$ cat src/rtl/decode_execute_reg_pkg.sv
// Shared types for the Decode->Execute pipeline register: control bundle, hold FSM states,
// multi-cycle opcode constants and the multi-cycle detect helper.
package decode_execute_reg_pkg;

    typedef struct packed {
        logic       useScalarAlu;
        logic       isScalarOutput;
        logic       isScalarReg1;
        logic       isScalarReg2;
        logic [1:0] resultSelector;
        logic       writeEnableScalar;
        logic       writeEnableVector;
        logic       writeToMemoryEnable;
        logic       useInmediate;
        logic [3:0] aluControl;
        logic       outFlag;
    } ctrl_t;

    localparam logic [3:0] ALU_DIV = 4'b0110;
    localparam logic [3:0] ALU_MUL = 4'b0111;

    typedef enum logic {
        RUN  = 1'b0,
        HOLD = 1'b1
    } hold_state_e;

    localparam ctrl_t CTRL_BUBBLE = '0;

    // Only scalar-ALU DIV/MUL occupy Execute for more than one cycle.
    function automatic logic is_multicycle(input logic valid, input ctrl_t c);
        return valid & c.useScalarAlu & ((c.aluControl == ALU_DIV) | (c.aluControl == ALU_MUL));
    endfunction

endpackage

$ cat src/rtl/decode_execute_reg_if.sv
// Decode/Execute bundle between the pipeline control and the D->E register.
// Optional IDEX_PERF_CNT_EN adds the issue/bubble performance counters.
interface decode_execute_reg_if
    import decode_execute_reg_pkg::*;
#(
    parameter int DATA_WIDTH     = 32,
    parameter int LANES          = 4,
    parameter int REG_ADDR_WIDTH = 4
);
    logic                        stallE;
    logic                        flushE;
    logic                        validD;
    ctrl_t                       ctrlD;
    logic [DATA_WIDTH-1:0]       opA_D;
    logic [DATA_WIDTH-1:0]       opB_D;
    logic [LANES*DATA_WIDTH-1:0] vecA_D;
    logic [LANES*DATA_WIDTH-1:0] vecB_D;
    logic [DATA_WIDTH-1:0]       immD;
    logic [REG_ADDR_WIDTH-1:0]   rdD;

    ctrl_t                       ctrlE;
    logic [DATA_WIDTH-1:0]       opA_E;
    logic [DATA_WIDTH-1:0]       opB_E;
    logic [LANES*DATA_WIDTH-1:0] vecA_E;
    logic [LANES*DATA_WIDTH-1:0] vecB_E;
    logic [DATA_WIDTH-1:0]       immE;
    logic [REG_ADDR_WIDTH-1:0]   rdE;
    logic                        validE;
    logic                        busyE;
    logic                        opDoneE;

`ifdef IDEX_PERF_CNT_EN
    logic [31:0]                 issueCnt;
    logic [31:0]                 bubbleCnt;

    modport master (
        output stallE, flushE, validD, ctrlD, opA_D, opB_D, vecA_D, vecB_D, immD, rdD,
        input  ctrlE, opA_E, opB_E, vecA_E, vecB_E, immE, rdE, validE, busyE, opDoneE,
        input  issueCnt, bubbleCnt
    );
    modport slave (
        input  stallE, flushE, validD, ctrlD, opA_D, opB_D, vecA_D, vecB_D, immD, rdD,
        output ctrlE, opA_E, opB_E, vecA_E, vecB_E, immE, rdE, validE, busyE, opDoneE,
        output issueCnt, bubbleCnt
    );
`else
    modport master (
        output stallE, flushE, validD, ctrlD, opA_D, opB_D, vecA_D, vecB_D, immD, rdD,
        input  ctrlE, opA_E, opB_E, vecA_E, vecB_E, immE, rdE, validE, busyE, opDoneE
    );
    modport slave (
        input  stallE, flushE, validD, ctrlD, opA_D, opB_D, vecA_D, vecB_D, immD, rdD,
        output ctrlE, opA_E, opB_E, vecA_E, vecB_E, immE, rdE, validE, busyE, opDoneE
    );
`endif

endinterface

$ cat src/rtl/decode_execute_reg_multicycle_ctrl.sv
// Hold FSM for multi-cycle scalar ops: counts the remaining Execute cycles, drives busy
// (upstream stall and E-register hold) and the final-cycle done pulse.
module decode_execute_reg_multicycle_ctrl
    import decode_execute_reg_pkg::*;
#(
    parameter int MULTI_CYCLE_LAT = 3
) (
    input  logic clk,
    input  logic rst,
    input  logic stall_i,
    input  logic flush_i,
    input  logic start_i,
    output logic busy_o,
    output logic op_done_o
);
    localparam int CNT_W = (MULTI_CYCLE_LAT > 1) ? $clog2(MULTI_CYCLE_LAT) : 1;
    localparam logic [CNT_W-1:0] CNT_INIT = CNT_W'(MULTI_CYCLE_LAT - 1);

    hold_state_e      state_q, state_d;
    logic [CNT_W-1:0] cnt_q, cnt_d;

    always_ff @(posedge clk or posedge rst) begin
        if (rst) begin
            state_q <= RUN;
            cnt_q   <= '0;
        end else begin
            state_q <= state_d;
            cnt_q   <= cnt_d;
        end
    end

    always_comb begin
        state_d   = state_q;
        cnt_d     = cnt_q;
        op_done_o = 1'b0;
        busy_o    = (state_q == HOLD) && (cnt_q != '0);
        if (flush_i) begin
            state_d = RUN;
            cnt_d   = '0;
        end else if (!stall_i) begin
            if (busy_o) begin
                cnt_d = cnt_q - CNT_W'(1);
            end else begin
                // Final hold cycle (or plain RUN): the next instruction loads on this edge.
                op_done_o = (state_q == HOLD);
                if (start_i && (MULTI_CYCLE_LAT > 1)) begin
                    state_d = HOLD;
                    cnt_d   = CNT_INIT;
                end else begin
                    state_d = RUN;
                    cnt_d   = '0;
                end
            end
        end
    end

endmodule

$ cat src/rtl/decode_execute_reg.sv
// Decode->Execute pipeline register with flush bubbles, stall freeze and multi-cycle hold.
// Optional IDEX_PERF_CNT_EN adds issueCnt/bubbleCnt.
module decode_execute_reg
    import decode_execute_reg_pkg::*;
#(
    parameter int DATA_WIDTH      = 32,
    parameter int LANES           = 4,
    parameter int REG_ADDR_WIDTH  = 4,
    parameter int MULTI_CYCLE_LAT = 3
) (
    input  logic                 clk,
    input  logic                 rst,
    decode_execute_reg_if.slave  bus
);
    localparam int VW = LANES * DATA_WIDTH;

    ctrl_t                     ctrl_q, ctrl_d;
    logic                      valid_q, valid_d;
    logic [DATA_WIDTH-1:0]     opa_q, opa_d, opb_q, opb_d, imm_q, imm_d;
    logic [VW-1:0]             veca_q, veca_d, vecb_q, vecb_d;
    logic [REG_ADDR_WIDTH-1:0] rd_q, rd_d;

    logic busy;
    logic op_done;
    logic load_en;
    logic load_bubble;

    decode_execute_reg_multicycle_ctrl #(
        .MULTI_CYCLE_LAT (MULTI_CYCLE_LAT)
    ) u_mc (
        .clk       (clk),
        .rst       (rst),
        .stall_i   (bus.stallE),
        .flush_i   (bus.flushE),
        .start_i   (is_multicycle(bus.validD, bus.ctrlD)),
        .busy_o    (busy),
        .op_done_o (op_done)
    );

    assign load_en     = !bus.flushE && !bus.stallE && !busy;
    assign load_bubble = bus.flushE || (load_en && !bus.validD);

    always_comb begin
        ctrl_d  = ctrl_q;
        valid_d = valid_q;
        opa_d   = opa_q;
        opb_d   = opb_q;
        veca_d  = veca_q;
        vecb_d  = vecb_q;
        imm_d   = imm_q;
        rd_d    = rd_q;
        if (load_bubble) begin
            ctrl_d  = CTRL_BUBBLE;
            valid_d = 1'b0;
            opa_d   = '0;
            opb_d   = '0;
            veca_d  = '0;
            vecb_d  = '0;
            imm_d   = '0;
            rd_d    = '0;
        end else if (load_en) begin
            ctrl_d  = bus.ctrlD;
            valid_d = 1'b1;
            opa_d   = bus.opA_D;
            opb_d   = bus.opB_D;
            veca_d  = bus.vecA_D;
            vecb_d  = bus.vecB_D;
            imm_d   = bus.immD;
            rd_d    = bus.rdD;
        end
    end

    always_ff @(posedge clk or posedge rst) begin
        if (rst) begin
            ctrl_q  <= CTRL_BUBBLE;
            valid_q <= 1'b0;
            opa_q   <= '0;
            opb_q   <= '0;
            veca_q  <= '0;
            vecb_q  <= '0;
            imm_q   <= '0;
            rd_q    <= '0;
        end else begin
            ctrl_q  <= ctrl_d;
            valid_q <= valid_d;
            opa_q   <= opa_d;
            opb_q   <= opb_d;
            veca_q  <= veca_d;
            vecb_q  <= vecb_d;
            imm_q   <= imm_d;
            rd_q    <= rd_d;
        end
    end

    assign bus.ctrlE   = ctrl_q;
    assign bus.validE  = valid_q;
    assign bus.opA_E   = opa_q;
    assign bus.opB_E   = opb_q;
    assign bus.vecA_E  = veca_q;
    assign bus.vecB_E  = vecb_q;
    assign bus.immE    = imm_q;
    assign bus.rdE     = rd_q;
    assign bus.busyE   = busy;
    assign bus.opDoneE = op_done;

`ifdef IDEX_PERF_CNT_EN
    logic [31:0] issue_q, issue_d, bubble_q, bubble_d;

    always_comb begin
        issue_d  = issue_q;
        bubble_d = bubble_q;
        if (load_bubble)  bubble_d = bubble_q + 32'd1;
        else if (load_en) issue_d  = issue_q + 32'd1;
    end

    always_ff @(posedge clk or posedge rst) begin
        if (rst) begin
            issue_q  <= '0;
            bubble_q <= '0;
        end else begin
            issue_q  <= issue_d;
            bubble_q <= bubble_d;
        end
    end

    assign bus.issueCnt  = issue_q;
    assign bus.bubbleCnt = bubble_q;
`endif

endmodule
$ cat src/flat_wrapper.sv
// flat-port wrapper written by rule: the top's interface ports become plain ports
module decode_execute_reg_flat import decode_execute_reg_pkg::*;
#(
    parameter int DATA_WIDTH      = 32,
    parameter int LANES           = 4,
    parameter int REG_ADDR_WIDTH  = 4,
    parameter int MULTI_CYCLE_LAT = 3
)
  (clk, rst, bus_stallE, bus_flushE, bus_validD, bus_ctrlD, bus_opA_D, bus_opB_D, bus_vecA_D, bus_vecB_D, bus_immD, bus_rdD, bus_ctrlE, bus_opA_E, bus_opB_E, bus_vecA_E, bus_vecB_E, bus_immE, bus_rdE, bus_validE, bus_busyE, bus_opDoneE);
  decode_execute_reg_if #(.DATA_WIDTH(DATA_WIDTH), .LANES(LANES), .REG_ADDR_WIDTH(REG_ADDR_WIDTH)) bus_i ();
  input  logic clk;
  input  logic rst;
  input wire logic [$bits(bus_i.stallE)-1:0] bus_stallE;
  input wire logic [$bits(bus_i.flushE)-1:0] bus_flushE;
  input wire logic [$bits(bus_i.validD)-1:0] bus_validD;
  input wire logic [$bits(bus_i.ctrlD)-1:0] bus_ctrlD;
  input wire logic [$bits(bus_i.opA_D)-1:0] bus_opA_D;
  input wire logic [$bits(bus_i.opB_D)-1:0] bus_opB_D;
  input wire logic [$bits(bus_i.vecA_D)-1:0] bus_vecA_D;
  input wire logic [$bits(bus_i.vecB_D)-1:0] bus_vecB_D;
  input wire logic [$bits(bus_i.immD)-1:0] bus_immD;
  input wire logic [$bits(bus_i.rdD)-1:0] bus_rdD;
  output wire logic [$bits(bus_i.ctrlE)-1:0] bus_ctrlE;
  output wire logic [$bits(bus_i.opA_E)-1:0] bus_opA_E;
  output wire logic [$bits(bus_i.opB_E)-1:0] bus_opB_E;
  output wire logic [$bits(bus_i.vecA_E)-1:0] bus_vecA_E;
  output wire logic [$bits(bus_i.vecB_E)-1:0] bus_vecB_E;
  output wire logic [$bits(bus_i.immE)-1:0] bus_immE;
  output wire logic [$bits(bus_i.rdE)-1:0] bus_rdE;
  output wire logic [$bits(bus_i.validE)-1:0] bus_validE;
  output wire logic [$bits(bus_i.busyE)-1:0] bus_busyE;
  output wire logic [$bits(bus_i.opDoneE)-1:0] bus_opDoneE;
  assign bus_i.stallE = bus_stallE;
  assign bus_i.flushE = bus_flushE;
  assign bus_i.validD = bus_validD;
  assign bus_i.ctrlD = bus_ctrlD;
  assign bus_i.opA_D = bus_opA_D;
  assign bus_i.opB_D = bus_opB_D;
  assign bus_i.vecA_D = bus_vecA_D;
  assign bus_i.vecB_D = bus_vecB_D;
  assign bus_i.immD = bus_immD;
  assign bus_i.rdD = bus_rdD;
  assign bus_ctrlE = bus_i.ctrlE;
  assign bus_opA_E = bus_i.opA_E;
  assign bus_opB_E = bus_i.opB_E;
  assign bus_vecA_E = bus_i.vecA_E;
  assign bus_vecB_E = bus_i.vecB_E;
  assign bus_immE = bus_i.immE;
  assign bus_rdE = bus_i.rdE;
  assign bus_validE = bus_i.validE;
  assign bus_busyE = bus_i.busyE;
  assign bus_opDoneE = bus_i.opDoneE;
  decode_execute_reg #(.DATA_WIDTH(DATA_WIDTH), .LANES(LANES), .REG_ADDR_WIDTH(REG_ADDR_WIDTH), .MULTI_CYCLE_LAT(MULTI_CYCLE_LAT)) u_core (.clk(clk), .rst(rst), .bus(bus_i));
endmodule
$ cat config.mk
export PLATFORM = sky130hd
export DESIGN_NAME = decode_execute_reg_flat
export DESIGN_NICKNAME = d
export VERILOG_FILES = /design/src/rtl/decode_execute_reg_pkg.sv /design/src/rtl/decode_execute_reg_if.sv /design/src/rtl/decode_execute_reg_multicycle_ctrl.sv /design/src/rtl/decode_execute_reg.sv /design/src/flat_wrapper.sv
export SDC_FILE = /design/constraint.sdc
export NUM_CORES = 1
export LEC_CHECK = 0
export CORE_AREA = 3 3 293 295
export CTS_BUF_LIST = sky130_fd_sc_hd__clkbuf_16
export DETAILED_ROUTE_END_ITERATION = 10
export DIE_AREA = 0 0 296 298
export SLEW_MARGIN = 20
export SYNTH_ARGS = -nofsm -noshare
export SYNTH_HDL_FRONTEND = slang
export SYNTH_SLANG_ARGS = --single-unit
$ cat constraint.sdc
create_clock -name clk -period 27.6 [get_ports clk]
set_clock_uncertainty 0.1 [all_clocks]
set_input_delay 2.76 -clock clk [delete_from_list [all_inputs] [get_ports clk]]
set_output_delay 2.76 -clock clk [all_outputs]
set_load 0.02 [all_outputs]
==> impl_results.md <==
* Final setup TNS at 0 ns
* Post-DR vias/cell at around 4
* FP Rows at roughly 110
* Fmax at 140 MHz
* Hold Path Class: flip-flop to flip-flop
* Synthesized flop and latch total at 375
* CP Data Arrival Time at approximately 4.3 ns
* Leak at around 10 nW
* Syn. warnings at 0
* DP HPWL at approximately 35000 µm
* Grt ovf at 0
* CTS Buf Count at 43
* Max-capacitance violation count at 0
* Syn_nets at around 1200
* Most common cell after layout, fill and taps aside: clkdlybuf4s50_1
* Die ar. at 88200 µm²
* Comb pwr share at a little over an eighth
* Layout cells sized above 1 at 4.74%
* Seq/Total Area, Yosys at between 70% and 80%
* Clock sinks at roughly 380
* Dpl cell area at roughly 22000 µm²
* CP Launch Type: input pin
* Port bufs at approximately 750
* Switching Fraction at 24.9%
* Mapped Cells at ~850
* Vias in the first global route at between 10000 and 15000
* Clock Path Buffers at 3
* Via count at roughly 11000
* Initial DRC count at just under 500
* Pre-CTS WS at approximately 20 ns
* Post-synthesis cell area at between 10000 and 15000 µm²
* Post-CTS Setup Bufs at 0
* Routed WL at slightly below 50000 µm
* CP Data Required Time at 24.74 ns
* Final Instance Area at roughly 23000 µm²
* Max FO, Critical Path at 5
* Core area at ~83000 µm²
* Clock power frac at between 40% and 50%
* CTS Root Cell: clkbuf_16
* RSZ-0062 raised after global routing: false
* Clock-pin slew on the worst setup and hold paths at about 0.060 ns
* First-pass GRT wire length at just over 70000 µm
* Hold buffer count at CTS at 0
* DRC at 0
* Max-Slew Margin vs Limit at ~28%
* Slew @ Worst Pin at 1.08 ns
* GPL Wtd Cong at 0.779
* Tcrit/Tclk final at roughly a quarter
* Chip height at about 300 µm
* Most frequent cells in the layout: clkdlybuf4s50_1 (749), dfrtp_1 (375), a22o_1 (371)
* Nets at approximately 2000
* I/O Pins at 750
* Critical path class: input pin to primary output
* Initial core utilization at 15.9%
* Antenna violations before repair at 3
* Post-cts resize count at 0
* Max-slew violations at 0
* Post-route ant nets at 0
* Area Overhead vs Synth at 74.3%
* Psw at about 320 µW
* Pre-antenna DRT Iters at 4
* Core Util, Final at about 28%
* Worst Setup End Kind: primary output
* P_int at about 980 µW
* Total GRT Usage at 10.4%
* Power Density at around 56 nW/µm²
* Finish-stage setup viols at 0
* Skew-Pair Late Insertion Delay at around 0.56 ns
* Worst hold slack at 0.381 ns
* Tmin final at a little over 7 ns
* Post-synthesis average cell area at 15.6 µm²
* Largest net degree at the start of global routing at 112
* Max VDD drop at 32.1 µV
* Synth unique cells at 19
* Final WS setup at about 20 ns
* H-tree levels at 2
* CTS tree: built
* Final Hold Viols at 0
* Drt wl/cell at roughly 18 µm
* Die Wd at 296 µm
* Status: finished, final reports clean
* Reg power frac at 44.8%
[cells in the mapped netlist]
| cell | number | share of area (%) |
|---|---|---|
| a22oi_1 | 1 | 0.057 |
| nor2_1 | 2 | 0.057 |
| a21o_1 | 1 | 0.057 |
| nand3_1 | 1 | 0.038 |
| a22o_1 | 371 | 25 |
| and2_1 | 1 | 0.047 |
| a21oi_2 | 1 | 0.066 |
| nand2b_1 | 1 | 0.047 |
| nand4b_1 | 1 | 0.066 |
| and3_1 | 2 | 0.095 |
| o2bb2ai_1 | 1 | 0.066 |
| o22ai_1 | 1 | 0.047 |
| xnor2_1 | 1 | 0.066 |
| ha_1 | 1 | 0.095 |
| inv_1 | 5 | 0.14 |
| buf_2 | 69 | 2.6 |
| buf_6 | 10 | 0.85 |
| clkbuf_1 | 4 | 0.11 |
| dfrtp_1 | 375 | 71 |
[power by group through the flow]
stage / Combinational (mW) / Sequential (mW) / Clock, mW
5_1_grt: 0.187 / 0.585 / 0.588
4_1_cts: 0.179 / 0.583 / 0.567
2_1_floorplan: 0.0409 / 0.617 / 0
3_5_place_dp: 0.178 / 0.592 / 0
6_report: 0.176 / 0.583 / 0.543
3_3_place_gp: 0.176 / 0.592 / 0
[cell families (layout without fill, tap and decap cells)]
logic type | Yosys count | in the layout | synth area share (%)
adders and majority gates | 1 | 1 | 0.0945
and+or+nand+nor | 8 | 8 | 0.350
other | 0 | 1 | 0
DFF | 375 | 375 | 70.9
AOI/OAI and AO/OA | 376 | 376 | 24.9
xor gates and xnor gates | 1 | 1 | 0.0662
buffers and inverters | 88 | 841 | 3.72
[worst max-delay path, stage by stage]
cell,delay [ns]
clkdlybuf4s50_1,0.51
nor2_1,0.20
and3_1,0.20
clkdlybuf4s50_1,0.61
[cell type report]
class,instances,area (µm²)
Fill cell,8452,60400
Clock buffer,45,1130
Clock inverter,29,186
Tap cell,1080,1350
Timing Repair Buffer,762,7610
Multi-Input combinational cell,386,3370
Sequential cell,375,9380
Inverter,5,26.3
Antenna cell,1,2.50
[layer usage]
layer,vias up,global-route usage [%],wire [µm]
met5,-,0,13
li1,4729,-,-
met3,93,3.89,4960
met4,2,3.55,1560
met1,5280,11.6,18300
met2,520,18.2,24500
[path summary, 6_finish.rpt]
check	slack (ns)	to	depth (start not counted)	from
worst min-delay path	0.38	u_core.bus.validE$_DFFE_PP0P_	1	u_core.bus.validE$_DFFE_PP0P_
min in group asynchronous	2.65	u_core.bus.vecB_E[6]$_DFFE_PP0P_	2	rst
worst max-delay path	20.46	bus_opDoneE	4	bus_stallE
worst max register to register	23.59	u_core.bus.vecA_E[92]$_DFFE_PP0P_	7	u_core.u_mc.cnt_q[0]$_DFFE_PP0P_
max in group asynchronous	21.68	u_core.bus.immE[5]$_DFFE_PP0P_	5	rst
worst min register to register	0.38	u_core.bus.validE$_DFFE_PP0P_	1	u_core.bus.validE$_DFFE_PP0P_
[state kept, by name, summed over array words and instances, names as in the netlist]
signal	cells
u_core.bus.opA_E	32
u_core.u_mc.cnt_q	2
u_core.bus.rdE	4
u_core.bus.vecB_E	128
u_core.bus.validE	1
u_core.bus.immE	32
u_core.bus.ctrlE	15
u_core.bus.opB_E	32
u_core.bus.vecA_E	128
u_core.u_mc.state_q	1
[per-stage QoR]
step           std cells  power [mW]
6_report            2683        1.30
5_1_grt             2682        1.36
4_1_cts             2681        1.33
3_5_place_dp        2607       0.770
3_3_place_gp        2607       0.768
2_1_floorplan        849       0.658
Power figures use the tool's default switching activity.
==> RTL edit 1, RTL diff (config.mk and constraints unchanged) <==
`opa_q`, `opb_q`, `imm_q` and `rd_q` no longer have a reset.
--- a/src/rtl/decode_execute_reg.sv
+++ b/src/rtl/decode_execute_reg.sv
@@ -74,22 +74,21 @@
         if (rst) begin
             ctrl_q  <= CTRL_BUBBLE;
             valid_q <= 1'b0;
-            opa_q   <= '0;
-            opb_q   <= '0;
             veca_q  <= '0;
             vecb_q  <= '0;
-            imm_q   <= '0;
-            rd_q    <= '0;
         end else begin
             ctrl_q  <= ctrl_d;
             valid_q <= valid_d;
-            opa_q   <= opa_d;
-            opb_q   <= opb_d;
             veca_q  <= veca_d;
             vecb_q  <= vecb_d;
-            imm_q   <= imm_d;
-            rd_q    <= rd_d;
         end
+    end
+
+    always_ff @(posedge clk) begin
+        opa_q <= opa_d;
+        opb_q <= opb_d;
+        imm_q <= imm_d;
+        rd_q  <= rd_d;
     end
 
     assign bus.ctrlE   = ctrl_q;
Behaviour: not the same (Yosys sat finds a counterexample within 4 cycles, from zero or initial values and one cycle with rst high).
==> RTL edit 1 against the original RTL <==
  * Register-to-register slack worse by 650 ps
  * Cell area grew 1.4%
  * Via count is 14% higher
  * Sequential cell count stayed put
  * Core utilization grew 0.38 points
  * Setup slack got worse by 290 ps
  * Non-clock buffer count unchanged
  * Sequential share of layout area is 2.7 points lower
  * Wire length is 7.8% higher
  * Count of clock-buffer cells in the layout did not move
  * Highest routed layer unchanged
  * Area after synthesis increased by 3.0%
  * Total power increased by 3.8%
  * Critical path depth stayed put
==> RTL edit 1: results (changes against the original RTL) <==
Run status:
- Outcome: finished, final reports clean (unchanged).

Worst setup path:
- The register-to-register setup slack is 22940 ps (was 23590 ps).
- The end of the worst register-to-register path is u_core.bus.vecB_E[35] (was u_core.bus.vecA_E[92]).
- The largest fanout of any net on the critical path is 14 (was 5).
- The arrival time of the worst setup path is 4570 ps (was 4280 ps).

Synth:
- The complex-gate fraction of the synthesized area was 25.10% (was 24.85%).
- The async set-reset flop share out of synthesis is 73.33% (was 100.0%).
- Top cell types by occurrence after synthesis: sky130_fd_sc_hd__dfrtp_1, sky130_fd_sc_hd__a22o_1, sky130_fd_sc_hd__o21ai_0 (was sky130_fd_sc_hd__dfrtp_1, sky130_fd_sc_hd__a22o_1, sky130_fd_sc_hd__buf_2, sky130_fd_sc_hd__buf_6, sky130_fd_sc_hd__inv_1).
- The XOR/XNOR share of the synthesized area is 0.06428% (was 0.06619%).
- Biggest area contributors in the synthesized netlist: sky130_fd_sc_hd__dfrtp_1, sky130_fd_sc_hd__a22o_1, sky130_fd_sc_hd__dfxtp_1, sky130_fd_sc_hd__o21ai_0, sky130_fd_sc_hd__a21oi_1 (was sky130_fd_sc_hd__dfrtp_1, sky130_fd_sc_hd__a22o_1, sky130_fd_sc_hd__buf_2, sky130_fd_sc_hd__buf_6, sky130_fd_sc_hd__inv_1).
- The adder and majority cell fraction of the synthesized area came to 0.09183% (was 0.09456%).

Worst hold path:
- The terminating pin of the worst hold path is u_core.bus.opB_E[9] (was u_core.bus.validE).
- The count of cells along the worst hold path was 2 (was 1).

Power and ir drop:
- The switching part of the total power is 24.33% (was 24.87%).
- The clock-net power is 0.000592 W (was 0.000543 W).
- The leakage dissipation is 9.442 nW (was 10.00 nW).
- The worst ir drop on vdd is 0.03779 mV (was 0.03206 mV).

Finish:
- The fraction of final layout cells with drive strength greater than 1 came to 4.372% (was 4.744%).
- The final-stage net count came to 2153 (was 1950).

STA:
- The top achievable clock speed is 134.6 MHz (was 140.1 MHz).

GRT:
- The overall track demand over capacity in global routing is 11.16% (was 10.45%).
- The first-pass GRT wire length is 77340 um (was 72360 um).
- The number of global-route vias before repair came to 12560 (was 11500).

Place:
- The routability congestion estimate came to 0.7961 (was 0.7793).
- The estimated wirelength of the detail-placed design is 38010 um (was 34960 um).

Drt:
- The wire length per cell is 18.40 um (was 18.38 um).
- The number of detailed-routing iterations run before antenna repair is 5 (was 4).
- The post-detailed-route via-to-cell ratio is 4.188 (was 3.960).

CTS:
- The number of buffers created by CTS is 44 (was 43).
-- RTL edit 1: cell types whose count changed in the layout (fill, tap and decap cells not counted), sizes merged, moves of 99 or more --
cell	before	now
o21ai	0	101
dfrtp	375	275
dfxtp	0	100
a21oi	1	100
a22o	371	272
nand3	1	100
-- RTL edit 1: final cells by class --
type                            count  area [sq um]  area share (%)
Sequential cell                   375          8884           38.00
Multi-Input combinational cell    588          4036           17.27
Timing Repair Buffer              762          7627           32.63
Clock buffer                       45          1126           4.817
Antenna cell                        3         7.507         0.03211
Clock inverter                     32         317.8           1.360
Tap cell                         1080          1351           5.781
Inverter                            5         26.28          0.1124
-- RTL edit 1: kinds of logic after synthesis --
logic type / count (synthesis)
fa+ha+maj: 1
flops: 375
buf+inv: 122
compound gates: 477
xor+xnor: 1
simple gates: 109
-- RTL edit 1: routing by layer --
metal	GRT usage, %	vias up	wire length (um)
met5	0	-	19
met4	4.165	2	1654
met3	3.451	87	4695
met2	20.02	547	27040
met1	12.26	6012	19770
li1	-	5455	-
-- RTL edit 1: worst max-delay path: stages --
cell and delay (ps):
sky130_fd_sc_hd__clkdlybuf4s50_1 620, sky130_fd_sc_hd__nor2_4 350, sky130_fd_sc_hd__and3_1 220, sky130_fd_sc_hd__clkdlybuf4s50_1 610
-- RTL edit 1: stage by stage --
step                      total power [W]  std cells  hold WS, ps  area (sq um)
final                            0.001351       2890        373.0         23380
after detailed placement        0.0007699       2809        367.5         21900
after global routing             0.001407       2888        393.6         23370
after floorplan                 0.0006592       1085        410.5         13630
after CTS                        0.001378       2886        375.1         23340
after global placement          0.0007676       2809        360.7         21900
==> RTL edit 2, RTL diff (same flow settings) <==
Without the edit above. `LANES` is set to 4 in 3 places; all go to 2.
--- a/src/rtl/decode_execute_reg_if.sv
+++ b/src/rtl/decode_execute_reg_if.sv
@@ -4,7 +4,7 @@
     import decode_execute_reg_pkg::*;
 #(
     parameter int DATA_WIDTH     = 32,
-    parameter int LANES          = 4,
+    parameter int LANES          = 2,
     parameter int REG_ADDR_WIDTH = 4
 );
     logic                        stallE;
--- a/src/rtl/decode_execute_reg.sv
+++ b/src/rtl/decode_execute_reg.sv
@@ -4,7 +4,7 @@
     import decode_execute_reg_pkg::*;
 #(
     parameter int DATA_WIDTH      = 32,
-    parameter int LANES           = 4,
+    parameter int LANES           = 2,
     parameter int REG_ADDR_WIDTH  = 4,
     parameter int MULTI_CYCLE_LAT = 3
 ) (
--- a/src/flat_wrapper.sv
+++ b/src/flat_wrapper.sv
@@ -2,7 +2,7 @@
 module decode_execute_reg_flat import decode_execute_reg_pkg::*;
 #(
     parameter int DATA_WIDTH      = 32,
-    parameter int LANES           = 4,
+    parameter int LANES           = 2,
     parameter int REG_ADDR_WIDTH  = 4,
     parameter int MULTI_CYCLE_LAT = 3
 )
Ports: changed (resized bus_vecA_D, bus_vecA_E, bus_vecB_D and bus_vecB_E); port bits go from 750 to 494. No check against the original RTL was run, so the function may have changed too.
==> RTL edit 2 against the original RTL <==
  * Total power fell by 33%
  * Sequential cell count fell by 128
  * Wire length fell by 37%
  * Cell area fell by 32%
  * Die area did not move
  * Maximum frequency fell by 0.70%
  * Area after synthesis fell by 33%
  * Setup slack got worse by 50 ps
  * Critical path type unchanged
==> RTL edit 2: results (changes against the original RTL) <==
Run status:
- Outcome: finished, final reports clean (unchanged).

Finish:
- The count of placed standard cells in the final layout, fillers left out is 2146 (was 2683).
- The fraction of final layout cells with drive strength greater than 1 is 4.977% (was 4.744%).
- The final-stage net count came to 1291 (was 1950).

Synth:
- The post-synthesis sequential area ratio is 70.06% (was 70.92%).
- The most common flop cell mapped by yosys was sky130_fd_sc_hd__dfrtp_1 (unchanged).
- The number of different library cells in the post-synthesis netlist is 19 (unchanged).
- The total of warnings raised by yosys is 0 (unchanged).
- Biggest area contributors in the synthesized netlist: sky130_fd_sc_hd__dfrtp_1, sky130_fd_sc_hd__a22o_1, sky130_fd_sc_hd__buf_6, sky130_fd_sc_hd__buf_2, sky130_fd_sc_hd__inv_1 (was sky130_fd_sc_hd__dfrtp_1, sky130_fd_sc_hd__a22o_1, sky130_fd_sc_hd__buf_2, sky130_fd_sc_hd__buf_6, sky130_fd_sc_hd__inv_1).
- The net count after synthesis was 813 (was 1226).
- The async set-reset flop share out of synthesis is 100.0% (unchanged).
- The mean cell area of the mapped netlist is 15.64 sq um (was 15.58 sq um).
- Top cell types by occurrence after synthesis: sky130_fd_sc_hd__dfrtp_1, sky130_fd_sc_hd__a22o_1, sky130_fd_sc_hd__buf_2, sky130_fd_sc_hd__buf_6, sky130_fd_sc_hd__inv_1 (unchanged).

Worst setup path:
- The largest fanout of any net on the critical path is 5 (unchanged).
- The arrival time of the worst setup path is 4330 ps (was 4280 ps).

Drt:
- The wire length per cell is 14.59 um (was 18.38 um).
- The post-detailed-route via-to-cell ratio is 3.246 (was 3.960).
- The number of detailed-routing iterations run before antenna repair is 4 (unchanged).
- The DRC marker count from the first detailed-route iteration is 359 (was 494).

CTS:
- The total setup buffers inserted after CTS is 0 (unchanged).
- The post-CTS clock slew at the launch and capture registers of the worst setup and hold paths was 60 ps (about the same).
- The count of H-tree levels built during CTS is 1 (was 2).
- The number of buffers created by CTS is 30 (was 43).
- The clock latency at the later pin of the worst-skew pair is ~570 ps.
- The buffer cell driving the clock tree root is sky130_fd_sc_hd__clkbuf_16 (unchanged).

Worst hold path:
- The type of the tightest min-delay check is reg2reg (unchanged).

Place:
- The routability congestion estimate was 0.7110 (was 0.7793).
- The estimated wirelength of the detail-placed design came to 21940 um (was 34960 um).
- The number of buffers inserted by port buffering is 493 (was 749).
- The placement-stage worst setup slack is 20420 ps (was 20490 ps).

GRT:
- The overall track demand over capacity in global routing is 6.572% (was 10.45%).
- The first-pass GRT wire length is 45970 um (was 72360 um).
- The maximum number of pins on one net before global-route repair is 134 (was 112).
- The number of antenna violations at the first check in global routing is 2 (was 3).
- The number of global-route vias before repair is 7547 (was 11500).

STA:
- The relative max-transition margin came to 35.26% (was 28.27%).

Power and ir drop:
- The worst ir drop on vdd is 0.04327 mV (was 0.03206 mV).
- The leakage dissipation is 6.612 nW (was 10.00 nW).
[RTL edit 2: cell types whose count changed in the layout (fill, tap and decap cells not counted), sizes merged, moves of 4 or more]
cell	delta
clkdlybuf4s50	-256
a22o	-128
dfrtp	-128
clkbuf	-14
inv	-7
buf	-6
clkinv	+4
[RTL edit 2: cells by family after synthesis]
logic type,synth area share [%]
DFF,70.06
and+or+nand+nor,0.5248
adders and majority gates,0.1418
buffers and inverters,4.652
AOI/OAI and AO/OA,24.52
xor gates and xnor gates,0.09929
[RTL edit 2: layer usage]
layer	global-route usage [%]	routed length (um)	up-vias
li1	-	-	3137
met1	7.322	11900	3411
met2	11.32	15110	359
met3	2.482	3091	56
met4	2.482	1203	2
met5	0	13	-
[RTL edit 2: worst paths after layout]
kind                       slack [ps]                     to  depth (start not counted)                 start
setup reg to reg                24080   u_core.bus.opB_E[10]                          7  u_core.u_mc.cnt_q[0]
min in group asynchronous        2600  u_core.bus.vecA_E[37]                          2                   rst
max in group asynchronous       23460  u_core.bus.vecB_E[63]                          3                   rst
setup / recovery                20410            bus_opDoneE                          4            bus_stallE
hold reg to reg                   390      u_core.bus.validE                          1     u_core.bus.validE
hold / removal                    390      u_core.bus.validE                          1     u_core.bus.validE
[RTL edit 2: worst max-delay path, cell delays in order]
cell	delay (ps)
sky130_fd_sc_hd__clkdlybuf4s50_1	540
sky130_fd_sc_hd__nor2_1	230
sky130_fd_sc_hd__and3_1	190
sky130_fd_sc_hd__clkdlybuf4s50_1	600
[RTL edit 2: metrics by stage]
step	hold slack, ps	util (%)	instance area (sq um)
5_1_grt	404.8	18.86	15730
6_report	387.0	18.86	15740
4_1_cts	389.6	18.86	15730
2_1_floorplan	371.0	-	8822
3_5_place_dp	375.4	17.75	14810
3_3_place_gp	358.8	17.75	14810
[RTL edit 2: where the power goes]
part           leakage (nW)  internal, W  switching [W]
clock network         0.467     0.000212       0.000162
registers              3.37     0.000376     0.00000808
logic                  2.78    0.0000634      0.0000522
[RTL edit 2: cell type report]
type | instances | area (sq um)
clock buffer | 31 | 775.7
clock inverter | 24 | 151.4
antenna | 1 | 2.502
tap | 1080 | 1351
multi-input combinational | 258 | 2247
fill | 8962 | 67690
inverter | 5 | 26.28
timing repair buffer | 500 | 5000
sequential | 247 | 6181
